===== config.mk =====
export PLATFORM = sky130hd
export DESIGN_NAME = downstream_cancel_tracker_flat
export DESIGN_NICKNAME = d
export VERILOG_FILES = /design/src/rtl/downstream_cancel_tracker_pkg.sv /design/src/rtl/downstream_cancel_tracker_if.sv /design/src/rtl/downstream_cancel_tracker_table.sv /design/src/rtl/downstream_cancel_tracker.sv /design/src/flat_wrapper.sv
export SDC_FILE = /design/constraint.sdc
export NUM_CORES = 1
export LEC_CHECK = 0
export CORE_ASPECT_RATIO = 0.9
export CORE_MARGIN = 5
export CORE_UTILIZATION = 57
export CTS_BUF_LIST = sky130_fd_sc_hd__clkbuf_16
export DETAILED_ROUTE_END_ITERATION = 6
export PLACE_DENSITY = 0.77
export REMOVE_ABC_BUFFERS = 1
export SLEW_MARGIN = 20
export SYNTH_ARGS = -nofsm -noshare
export SYNTH_HDL_FRONTEND = slang
export SYNTH_SLANG_ARGS = --single-unit

===== constraint.sdc =====
create_clock -name clk -period 3.95 [get_ports clk]
set_input_delay 0.79 -clock clk [delete_from_list [all_inputs] [get_ports clk]]
set_output_delay 0.79 -clock clk [all_outputs]
set_load 0.02 [all_outputs]

===== src/rtl/downstream_cancel_tracker_pkg.sv =====
// Shared types and sizing for the downstream cancel tracker.
//   cancel_msg_t : latched cancel/reinstate message
//   CANCEL_ADD/CANCEL_SUB : encodings of in_kind
//   N_CLIENTS, ID_W, AMT_W, CNT_W : table geometry and datapath widths
package downstream_cancel_tracker_pkg;
  localparam int N_CLIENTS = 32;
  localparam int ID_W      = 5;
  localparam int AMT_W     = 16;
  localparam int CNT_W     = 32;

  localparam logic CANCEL_ADD = 1'b0;
  localparam logic CANCEL_SUB = 1'b1;

  typedef struct packed {
    logic [ID_W-1:0]  client_id;
    logic [AMT_W-1:0] amount;
    logic             kind;
  } cancel_msg_t;
endpackage


===== src/rtl/downstream_cancel_tracker_if.sv =====
// Message, lookup and status bundle of the cancel tracker.
//   master : message source / risk-check side
//   slave  : the tracker itself
interface downstream_cancel_tracker_if;
  import downstream_cancel_tracker_pkg::*;

  logic             in_valid;
  logic             in_ready;
  logic [ID_W-1:0]  in_client_id;
  logic [AMT_W-1:0] in_amount;
  logic             in_kind;
  logic             clear_all;
  logic [ID_W-1:0]  rd_client_id;
  logic [CNT_W-1:0] rd_cancelled;
  logic             upd_valid;
  logic [ID_W-1:0]  upd_client_id;
  logic [CNT_W-1:0] upd_total;
  logic             sat_err;
  logic             underflow_err;
  logic             busy;

  modport master (
    output in_valid, in_client_id, in_amount, in_kind, clear_all, rd_client_id,
    input  in_ready, rd_cancelled, upd_valid, upd_client_id, upd_total,
           sat_err, underflow_err, busy
  );

  modport slave (
    input  in_valid, in_client_id, in_amount, in_kind, clear_all, rd_client_id,
    output in_ready, rd_cancelled, upd_valid, upd_client_id, upd_total,
           sat_err, underflow_err, busy
  );
endinterface


===== src/rtl/downstream_cancel_tracker_table.sv =====
// cancel_table_ram: N_CLIENTS x CNT_W table.
//   clk, rst           : clock, sync active-high reset of the read registers only
//   we/waddr/wdata     : single write port
//   re_a/raddr_a/rdata_a : registered read used by the RMW READ state
//   raddr_b/rdata_b    : registered lookup, write-first on address match
module cancel_table_ram
  import downstream_cancel_tracker_pkg::*;
(
  input  logic             clk,
  input  logic             rst,
  input  logic             we,
  input  logic [ID_W-1:0]  waddr,
  input  logic [CNT_W-1:0] wdata,
  input  logic             re_a,
  input  logic [ID_W-1:0]  raddr_a,
  output logic [CNT_W-1:0] rdata_a,
  input  logic [ID_W-1:0]  raddr_b,
  output logic [CNT_W-1:0] rdata_b
);
  logic [CNT_W-1:0] mem [N_CLIENTS];

  always_ff @(posedge clk) begin
    if (we) mem[waddr] <= wdata;
  end

  // Port A is never read in a cycle that writes, so no bypass is needed.
  always_ff @(posedge clk) begin
    if (rst)       rdata_a <= '0;
    else if (re_a) rdata_a <= mem[raddr_a];
  end

  always_ff @(posedge clk) begin
    if (rst)                         rdata_b <= '0;
    else if (we && waddr == raddr_b) rdata_b <= wdata;
    else                             rdata_b <= mem[raddr_b];
  end
endmodule


===== src/rtl/downstream_cancel_tracker.sv =====
// Per-client cancelled-quantity accumulator.
//   clk    : clock
//   HRESET : sync active-high reset; starts a full table sweep
//   bus    : message handshake, clear_all, lookup port, update pulse and flags
// Messages are handled as READ then WRITE of one table entry; a new message
// may be accepted in WRITE so its READ sees the committed value.
module downstream_cancel_tracker
  import downstream_cancel_tracker_pkg::*;
(
  input  logic                          clk,
  input  logic                          HRESET,
  downstream_cancel_tracker_if.slave    bus
);
  localparam logic [1:0] CLEAR = 2'd0;
  localparam logic [1:0] IDLE  = 2'd1;
  localparam logic [1:0] READ  = 2'd2;
  localparam logic [1:0] WRITE = 2'd3;

  logic [1:0]       state;
  logic [ID_W-1:0]  clr_cnt;
  cancel_msg_t      msg;
  logic             sat_err, underflow_err;

  logic [CNT_W-1:0] old_val, amt_z, new_val;
  logic [CNT_W:0]   sum;
  logic             ovf, unf;
  logic             in_ready, accept;
  logic             we;
  logic [ID_W-1:0]  waddr;
  logic [CNT_W-1:0] wdata;

  assign amt_z = CNT_W'(msg.amount);

  always_comb begin
    sum     = {1'b0, old_val} + {1'b0, amt_z};
    ovf     = 1'b0;
    unf     = 1'b0;
    new_val = '0;
    if (msg.kind == CANCEL_ADD) begin
      ovf     = sum[CNT_W];
      new_val = ovf ? '1 : sum[CNT_W-1:0];
    end else begin
      unf     = amt_z > old_val;
      new_val = unf ? '0 : old_val - amt_z;
    end
  end

  // clear_all wins over a simultaneous message in any accepting state.
  assign in_ready = (state == IDLE || state == WRITE) && !bus.clear_all;
  assign accept   = bus.in_valid && in_ready;

  // Writes are suppressed under reset so an in-flight message is dropped.
  assign we    = !HRESET && (state == CLEAR || state == WRITE);
  assign waddr = (state == CLEAR) ? clr_cnt : msg.client_id;
  assign wdata = (state == CLEAR) ? '0 : new_val;

  cancel_table_ram u_ram (
    .clk     (clk),
    .rst     (HRESET),
    .we      (we),
    .waddr   (waddr),
    .wdata   (wdata),
    .re_a    (state == READ),
    .raddr_a (msg.client_id),
    .rdata_a (old_val),
    .raddr_b (bus.rd_client_id),
    .rdata_b (bus.rd_cancelled)
  );

  always_ff @(posedge clk) begin
    if (HRESET) begin
      state         <= CLEAR;
      clr_cnt       <= '0;
      msg           <= '0;
      sat_err       <= 1'b0;
      underflow_err <= 1'b0;
    end else begin
      case (state)
        CLEAR: begin
          clr_cnt <= clr_cnt + 1'b1;
          if (clr_cnt == ID_W'(N_CLIENTS-1)) state <= IDLE;
        end
        IDLE: begin
          if (bus.clear_all) begin
            state         <= CLEAR;
            clr_cnt       <= '0;
            sat_err       <= 1'b0;
            underflow_err <= 1'b0;
          end else if (accept) begin
            msg   <= '{client_id: bus.in_client_id, amount: bus.in_amount, kind: bus.in_kind};
            state <= READ;
          end
        end
        READ: state <= WRITE;
        default: begin // WRITE
          sat_err       <= sat_err | ovf;
          underflow_err <= underflow_err | unf;
          if (bus.clear_all) begin
            // Entry to CLEAR wipes the flags, including any set by this write.
            state         <= CLEAR;
            clr_cnt       <= '0;
            sat_err       <= 1'b0;
            underflow_err <= 1'b0;
          end else if (accept) begin
            msg   <= '{client_id: bus.in_client_id, amount: bus.in_amount, kind: bus.in_kind};
            state <= READ;
          end else begin
            state <= IDLE;
          end
        end
      endcase
    end
  end

  assign bus.in_ready      = in_ready;
  assign bus.busy          = (state != IDLE);
  assign bus.upd_valid     = (state == WRITE);
  assign bus.upd_client_id = msg.client_id;
  assign bus.upd_total     = (state == WRITE) ? new_val : '0;
  assign bus.sat_err       = sat_err;
  assign bus.underflow_err = underflow_err;
endmodule


===== src/flat_wrapper.sv =====
// flat-port wrapper written by rule: the top's interface ports become plain ports
module downstream_cancel_tracker_flat import downstream_cancel_tracker_pkg::*;
  (clk, HRESET, bus_in_valid, bus_in_client_id, bus_in_amount, bus_in_kind, bus_clear_all, bus_rd_client_id, bus_in_ready, bus_rd_cancelled, bus_upd_valid, bus_upd_client_id, bus_upd_total, bus_sat_err, bus_underflow_err, bus_busy);
  downstream_cancel_tracker_if bus_i ();
  input  logic clk;
  input  logic HRESET;
  input wire logic [$bits(bus_i.in_valid)-1:0] bus_in_valid;
  input wire logic [$bits(bus_i.in_client_id)-1:0] bus_in_client_id;
  input wire logic [$bits(bus_i.in_amount)-1:0] bus_in_amount;
  input wire logic [$bits(bus_i.in_kind)-1:0] bus_in_kind;
  input wire logic [$bits(bus_i.clear_all)-1:0] bus_clear_all;
  input wire logic [$bits(bus_i.rd_client_id)-1:0] bus_rd_client_id;
  output wire logic [$bits(bus_i.in_ready)-1:0] bus_in_ready;
  output wire logic [$bits(bus_i.rd_cancelled)-1:0] bus_rd_cancelled;
  output wire logic [$bits(bus_i.upd_valid)-1:0] bus_upd_valid;
  output wire logic [$bits(bus_i.upd_client_id)-1:0] bus_upd_client_id;
  output wire logic [$bits(bus_i.upd_total)-1:0] bus_upd_total;
  output wire logic [$bits(bus_i.sat_err)-1:0] bus_sat_err;
  output wire logic [$bits(bus_i.underflow_err)-1:0] bus_underflow_err;
  output wire logic [$bits(bus_i.busy)-1:0] bus_busy;
  assign bus_i.in_valid = bus_in_valid;
  assign bus_i.in_client_id = bus_in_client_id;
  assign bus_i.in_amount = bus_in_amount;
  assign bus_i.in_kind = bus_in_kind;
  assign bus_i.clear_all = bus_clear_all;
  assign bus_i.rd_client_id = bus_rd_client_id;
  assign bus_in_ready = bus_i.in_ready;
  assign bus_rd_cancelled = bus_i.rd_cancelled;
  assign bus_upd_valid = bus_i.upd_valid;
  assign bus_upd_client_id = bus_i.upd_client_id;
  assign bus_upd_total = bus_i.upd_total;
  assign bus_sat_err = bus_i.sat_err;
  assign bus_underflow_err = bus_i.underflow_err;
  assign bus_busy = bus_i.busy;
  downstream_cancel_tracker u_core (.clk(clk), .HRESET(HRESET), .bus(bus_i));
endmodule

=== After elaboration in Yosys (flattened, before gate mapping) ===
Memories as Yosys holds them, arrays and structs flattened. A register that Yosys moved wholly into a read port is not among the register bits.
Index checks and enable logic that the tools add are counted.

* Bits in registers: 31
* RAM bits: 1024
* Memories: 1

{| class="wikitable"
|+ Memory list
! name !! depth !! bits a word !! read ports !! clocked after Yosys merged registers in !! wr ports !! line !! text
|-
| u_core.u_ram.mem || 32 || 32 || 2 || 2 || 1 || downstream_cancel_tracker_table.sv:20 || <nowiki>logic [CNT_W-1:0] mem [N_CLIENTS];</nowiki>
|}

* Reductions and logical operators: 14
* Equality and inequality tests: 8
* Bitwise gates (word level): 5
* Multiplexer cells: 23
* Add/sub/neg operators: 3
* $lt $le $gt $ge: 1

{| class="wikitable"
|+ Operators by type and width
! cell !! number
|-
| two-way mux 32 bit || 5
|-
| adder 32 x 16 -> 33 bit || 1
|-
| > comparator 16 x 32 -> 1 bit || 1
|-
| subtractor 32 x 16 -> 32 bit || 1
|-
| two-way mux 2 bit || 5
|-
| two-way mux 5 bit || 2
|-
| one-hot mux 5 bit (2 select lines) || 1
|-
| two-way mux 1 bit || 7
|-
| one-hot mux 2 bit (3 select lines) || 1
|-
| AND reduction 2 bit || 3
|-
| adder 5 x 1 -> 5 bit (second input constant) || 1
|-
| == test 5 bit (second input constant) || 1
|-
| == test 2 bit (second input constant) || 2
|-
| != test 2 bit (second input constant) || 2
|-
| one-hot mux 1 bit (2 select lines) || 2
|-
| logical AND 1 bit || 3
|-
| != test 3 x 2 -> 1 bit (second input constant) || 1
|-
| inverter 1 bit || 3
|-
| AND reduction 3 bit || 1
|-
| == test 2 x 1 -> 1 bit (second input constant) || 1
|-
| zero test 1 bit || 2
|-
| zero test 2 bit || 1
|-
| logical OR 1 bit || 2
|-
| != test 2 x 1 -> 1 bit (second input constant) || 1
|-
| other kinds (3) || 4
|}

=== Longest topological paths before layout ===
* Word-level depth: 7
* Gate-level depth with buffers: 12

=== Hierarchy ===
A second synthesis with hierarchy kept.

* Cells, all modules: 3382
* Area, all modules: 54030.6 um2

{| class="wikitable"
|+ By module, submodules not included
! module !! area each (um2) !! cells each !! seq. area each (um2) !! instances
|-
| cancel_table_ram || 49463.7 || 2714 || 32030.7 || 1
|-
| downstream_cancel_tracker || 4566.9 || 668 || 620.6 || 1
|}

=== Least setup slack after synthesis ===
No wires, ideal clock.

* Path kind: register to register
* From: register u_core.u_ram.rdata_a[0], read port of u_core.u_ram.mem
* To: memory u_core.u_ram.mem[0][25], data pin
* Cell stages (with the launch flop): 11
* Arrival time: 3.638 ns
* Data required time: 3.505 ns
* Setup slack: -0.133 ns
* Period minus slack after synthesis: 4.083 ns
* Buffers on the path: 1
* Setup time: 0.445 ns
* Path through: dfxtp_1 inv_1 ha_1 fa_1 nand2b_1 a2111o_1 a21oi_1 a211o_1 buf_2 a21oi_1 nor3_1

* Cells in the longest elaborated chain, start to end: 4
* Elaborated cells between the ends (all ways): 7
* Classes of those cells: 2 x add/sub; 1 x order compare; 4 x mux

{| class="wikitable"
|+ RTL lines
! item !! line !! text
|-
| start, declared || downstream_cancel_tracker_table.sv:16 || <nowiki>output logic [CNT_W-1:0] rdata_a,</nowiki>
|-
| adder 32 x 16 -> 33 bit (tied with other cells) || downstream_cancel_tracker.sv:35 || <nowiki>sum = {1'b0, old_val} + {1'b0, amt_z};</nowiki>
|-
| two-way mux 32 bit (on tied branches) || downstream_cancel_tracker.sv:41, downstream_cancel_tracker.sv:44 ||
|-
| two-way mux 32 bit (*) || downstream_cancel_tracker.sv:39 || <nowiki>if (msg.kind == CANCEL_ADD) begin</nowiki>
|-
| two-way mux 32 bit (*) || downstream_cancel_tracker.sv:55 || <nowiki>assign wdata = (state == CLEAR) ? '0 : new_val;</nowiki>
|-
| named net u_core.u_ram.wdata[25] || downstream_cancel_tracker_table.sv:13 || <nowiki>input logic [CNT_W-1:0] wdata,</nowiki>
|-
| end, declared || downstream_cancel_tracker_table.sv:20 ||
|}

The timed path passes the listed nets; every way through them passes the cells marked *.

=== Final worst setup path ===
* From: register u_core.u_ram.rdata_a[0], read port of u_core.u_ram.mem
* To: output port bus_upd_total[27]

* Cells in the longest elaborated chain, start to end: 4
* Elaborated cells between the ends (all ways): 7
* Classes of those cells: 2 x add/sub; 1 x order compare; 4 x mux

{| class="wikitable"
|+ RTL lines
! item !! line !! text
|-
| adder 32 x 16 -> 33 bit (tied with other cells) || downstream_cancel_tracker.sv:35 ||
|-
| two-way mux 32 bit (on tied branches) || downstream_cancel_tracker.sv:41, downstream_cancel_tracker.sv:44 ||
|-
| two-way mux 32 bit (*) || downstream_cancel_tracker.sv:39 ||
|-
| two-way mux 32 bit (*) || downstream_cancel_tracker.sv:119 || <nowiki>assign bus.upd_total = (state == WRITE) ? new_val : '0;</nowiki>
|-
| end, declared || flat_wrapper.sv:17 || <nowiki>output wire logic [$bits(bus_i.upd_total)-1:0] bus_upd_total;</nowiki>
|}

Every way passes the cells marked *; elsewhere a longest branch is shown, timed or not.

==> metrics.txt <==
# TYPE chip_impl_metric gauge
chip_impl_metric{name="count_of_endpoints_failing_hold_in_the_final_timing_report",unit=""} 0
chip_impl_metric{name="start_util",unit="%"} 57.5
chip_impl_info{name="type_of_destination_of_the_critical_path",value="output pin"} 1
chip_impl_info{name="worst_path_dominant_cell_family",value="compound AO/OA/AOI/OAI gates"} 1
chip_impl_info{name="synth-main-ff-cell",value="sky130_fd_sc_hd__edfxtp_1"} 1
chip_impl_metric{name="pin_count_of_the_biggest_net_entering_global_routing",unit=""} 67
chip_impl_info{name="failed_checks",value="negative setup slack"} 1
chip_impl_metric{name="power.total",unit="mW"} 25.1
chip_impl_metric{name="synthesis.area",unit="um^2"} 53500
chip_impl_metric{name="top_level_i_o_count",unit=""} 105
chip_impl_info{name="rsz_0062_raised_after_global_routing",value="true"} 1
chip_impl_info{name="synth_most_common_cell",value="sky130_fd_sc_hd__edfxtp_1"} 1
chip_impl_metric{name="design.final.nets",unit=""} 3396
chip_impl_info{name="cell_by_cell_listing_of_the_critical_path",value="buf_4, ha_4, fa_2, nor2b_4, o311ai_4, a21oi_2, a21oi_2, buf_6, o31ai_4, buf_6, a211o_1, nand4_1, buf_6, nor2_1, buf_4"} 1
chip_impl_metric{name="drt_iter0_markers",unit=""} 5481
chip_impl_info{name="worst_hold_path_type",value="flip-flop to flip-flop"} 1
chip_impl_metric{name="synth_top_cell_area_share",unit="%"} 57.5
chip_impl_metric{name="whs",unit="ns"} 0.483
chip_impl_metric{name="clock_sink_count",unit=""} 1119
chip_impl_metric{name="combined_area_of_the_multi_input_logic_cells",unit="um^2"} 21200
chip_impl_metric{name="critical_path.max_fanout",unit=""} 7
chip_impl_metric{name="rows",unit=""} 106
chip_impl_metric{name="core_area",unit="um^2"} 93000
chip_impl_metric{name="clk_pin_slew",unit="ns"} 0.06
chip_impl_metric{name="grt_util_all_layers",unit="%"} 33.8
chip_impl_metric{name="clock_tree.buffer_depth",unit=""} 3
chip_impl_metric{name="die-height",unit="um"} 301
chip_impl_metric{name="dp.final_hpwl",unit="um"} 101000
chip_impl_metric{name="number_of_global_route_vias_before_repair",unit=""} 34488
chip_impl_metric{name="global_route_wire_length_before_repair",unit="um"} 245000
chip_impl_metric{name="finalSetupViolations",unit=""} 32
chip_impl_metric{name="p_comb_share",unit="%"} 6.8
chip_impl_metric{name="max-vdd-ir-drop",unit="uV"} 482
chip_impl_metric{name="fill_cells",unit=""} 5605
chip_impl_metric{name="drive_gt1_share",unit="%"} 45.4
chip_impl_metric{name="grt_antenna_before_repair",unit=""} 9
chip_impl_metric{name="regArea",unit="um^2"} 32700
chip_impl_metric{name="dieWidth",unit="um"} 333
chip_impl_metric{name="synth.yosys.warnings",unit=""} 0
chip_impl_metric{name="netSwitchingFraction",unit="%"} 22.6
chip_impl_info{name="tritoncts",value="done"} 1
chip_impl_info{name="ctsRootBufferMaster",value="sky130_fd_sc_hd__clkbuf_16"} 1
chip_impl_metric{name="area_delta_synth_final",unit="%"} 21.1
chip_impl_metric{name="insertion_delay",unit="ns"} 0.73
chip_impl_metric{name="clkPwrFrac",unit="%"} 41.7
chip_impl_metric{name="postSynthRegisterBits",unit=""} 1119
chip_impl_metric{name="max_slew_violation_count",unit=""} 0
chip_impl_metric{name="p_sw",unit="mW"} 5.68
chip_impl_metric{name="grt_overflow",unit=""} 0
chip_impl_metric{name="relSlewSlack",unit="%"} 31.4
chip_impl_metric{name="post_synth_inst_count",unit=""} 2846
chip_impl_metric{name="max_cap_violations",unit=""} 0
chip_impl_metric{name="seq_area_frac_synth",unit="%"} 61.0
chip_impl_metric{name="dr.pass1.iters",unit=""} 5
chip_impl_metric{name="die_area",unit="um^2"} 100000
chip_impl_metric{name="cell_internal_pwr",unit="mW"} 19.5
chip_impl_metric{name="ant_nets",unit=""} 0
chip_impl_metric{name="drt-vias-per-instance",unit=""} 7.30
chip_impl_metric{name="drc",unit=""} 0
chip_impl_info{name="worst-setup-path-type",value="flip-flop to output pin"} 1
chip_impl_info{name="netlist_top_cells_area",value="sky130_fd_sc_hd__edfxtp_1, sky130_fd_sc_hd__mux4_2, sky130_fd_sc_hd__dfxtp_1"} 1
chip_impl_metric{name="routed-via-count",unit=""} 34014
chip_impl_info{name="critical-path-slowest-cell",value="sky130_fd_sc_hd__fa_2"} 1
chip_impl_info{name="path_common_cell",value="sky130_fd_sc_hd__buf_6"} 1
chip_impl_metric{name="netlist-cell-type-count",unit=""} 86
chip_impl_metric{name="synth.avg_cell_area",unit="um^2"} 18.8
chip_impl_metric{name="worst_path_buf_inv",unit=""} 5
chip_impl_metric{name="asyncSetResetFlopFracSynth",unit="%"} 0
chip_impl_metric{name="pre_cts_slack",unit="ns"} -0.611
chip_impl_metric{name="port-buffer-count",unit=""} 104
chip_impl_metric{name="cts-buffers-inserted",unit=""} 110
chip_impl_metric{name="route.detailed.wl_per_inst",unit="um"} 36.5
chip_impl_metric{name="clock.fmax",unit="MHz"} 220
chip_impl_metric{name="total_wirelength_of_the_detailed_routed_design",unit="um"} 170000
chip_impl_metric{name="ctsHoldBuffers",unit=""} 0
chip_impl_info{name="synth_commonest_cells",value="sky130_fd_sc_hd__edfxtp_1, sky130_fd_sc_hd__mux4_2, sky130_fd_sc_hd__nor2_1"} 1
chip_impl_metric{name="worstPathArrival",unit="ns"} 3.76
chip_impl_metric{name="gpl.final_weighted_congestion",unit=""} 0.947
chip_impl_metric{name="power.share.sequential",unit="%"} 51.5
chip_impl_metric{name="crit_path_max_incr_delay",unit="ns"} 0.40
chip_impl_metric{name="clock_tree.htree_level_count",unit=""} 3
chip_impl_metric{name="synth-edff-count",unit=""} 1024
chip_impl_metric{name="fin_worst_skew",unit="ns"} 0.0612
chip_impl_metric{name="power.leakage",unit="nW"} 21.8
chip_impl_info{name="critical_path.startpoint_type",value="flip-flop"} 1
chip_impl_metric{name="period_share",unit="%"} 115
chip_impl_metric{name="min_period",unit="ns"} 4.55
chip_impl_metric{name="max_slew.worst_pin.slew",unit="ns"} 1.03
chip_impl_info{name="status",value="finished with violations"} 1
chip_impl_info{name="yosys.area.top_type",value="sky130_fd_sc_hd__edfxtp_1"} 1
chip_impl_metric{name="slack_of_the_critical_path",unit="ns"} -0.596
chip_impl_metric{name="power.density",unit="nW/um^2"} 388
chip_impl_metric{name="required_time_of_the_critical_path",unit="ns"} 3.16
[worst register-to-register path, delay by kind of cell (launching register included)]
kind / cells / cell delay, ns
AOI/OAI and AO/OA: 4 / 0.97
DFF: 1 / 0.37
buffers and inverters: 4 / 0.49
adders and majority gates: 2 / 0.51
and+or+nand+nor: 3 / 1.02
[kinds of logic (layout without fill, tap and decap cells)]
kind of cell / Yosys count / after routing / synth area share, %
simple gates: 389 / 389 / 3.42
xor+xnor: 38 / 38 / 0.622
flops: 1119 / 1119 / 61.0
buf+inv: 270 / 839 / 2.10
compound gates: 279 / 279 / 3.59
mux: 710 / 710 / 28.3
other cells: 0 / 4 / 0
fa+ha+maj: 41 / 41 / 0.987
[power groups by stage]
stage / registers [mW] / logic [mW] / clock network [mW]
after floorplan: 13.2 / 0.647 / 0
after global routing: 12.9 / 1.77 / 11.1
after detailed placement: 13.2 / 1.54 / 0
final: 12.9 / 1.71 / 10.5
after global placement: 13.2 / 1.52 / 0
after CTS: 12.9 / 1.63 / 10.6
[area by class of cell]
cell class	count	area share [%]
antenna	4	0.0155
clock buffer	110	4.25
clock inverter	93	1.29
inverter	45	0.261
multi-input combinational	1457	32.7
sequential	1119	50.5
tap	1242	2.40
timing repair buffer	591	8.63
[sequential cells by signal, indices dropped and copies added (netlist names)]
register,count
u_core.msg,1
u_core.bus.upd_client_id,5
u_core.bus.underflow_err,1
u_core.amt_z,16
u_core.bus.sat_err,1
u_core.u_ram.mem,1024
u_core.clr_cnt,5
u_core.u_ram.rdata_b,32
u_core.state,2
u_core.u_ram.rdata_a,32
[per-stage QoR]
| step | TNS, ns | util [%] | area (um^2) | cells |
|---|---|---|---|---|
| after floorplan | -9700.03 | - | 52600 | 2621 |
| after global placement | -12.52 | 64.0 | 59500 | 4411 |
| after detailed placement | -12.96 | 64.0 | 59500 | 4411 |
| after CTS | -15.18 | 68.9 | 64100 | 4640 |
| after global routing | -16.67 | 69.7 | 64800 | 4658 |
| final | -13.19 | 69.7 | 64800 | 4661 |
[path summary, 6_finish.rpt]
check | start | endpoint | slack, ns | cells past startpoint
worst max-delay path | u_core.u_ram.rdata_a[0] | bus_upd_total[27] | -0.60 | 15
worst min-delay path | u_core.amt_z[12] | u_core.amt_z[12] | 0.48 | 2
worst max register to register | u_core.amt_z[0] | u_core.u_ram.mem[7][17] | 0.20 | 13
worst min register to register | u_core.amt_z[12] | u_core.amt_z[12] | 0.48 | 2
[metal layers]
metal,share of wire [%],track usage [%],vias up
met4,5.3,14.1,4
met2,47,53.6,2861
li1,-,-,13041
met5,0.016,0,-
met1,34,44.9,17586
met3,14,9.78,522
[repair_timing]
action                                  in CTS  in global routing
endpoints found under the setup margin      32                 64
pin swaps                                   51                 45
gates resized for setup                    357                108
buffers inserted                            30                 23
[cell usage in the layout (no fill, tap or decap), types with 55 or more instances in the layout]
cell type                         instances
sky130_fd_sc_hd__edfxtp_1              1024
sky130_fd_sc_hd__a21oi_1                 58
sky130_fd_sc_hd__buf_12                  59
sky130_fd_sc_hd__dfxtp_1                 84
sky130_fd_sc_hd__nand2_1                 91
sky130_fd_sc_hd__nor2_1                 109
sky130_fd_sc_hd__buf_4                  403
sky130_fd_sc_hd__mux2i_1                 67
sky130_fd_sc_hd__mux4_2                 640
sky130_fd_sc_hd__clkbuf_16              110
sky130_fd_sc_hd__clkdlybuf4s50_1         66
sky130_fd_sc_hd__buf_6                   60
sky130_fd_sc_hd__inv_1                   55
(Power assumes the default switching activity.)
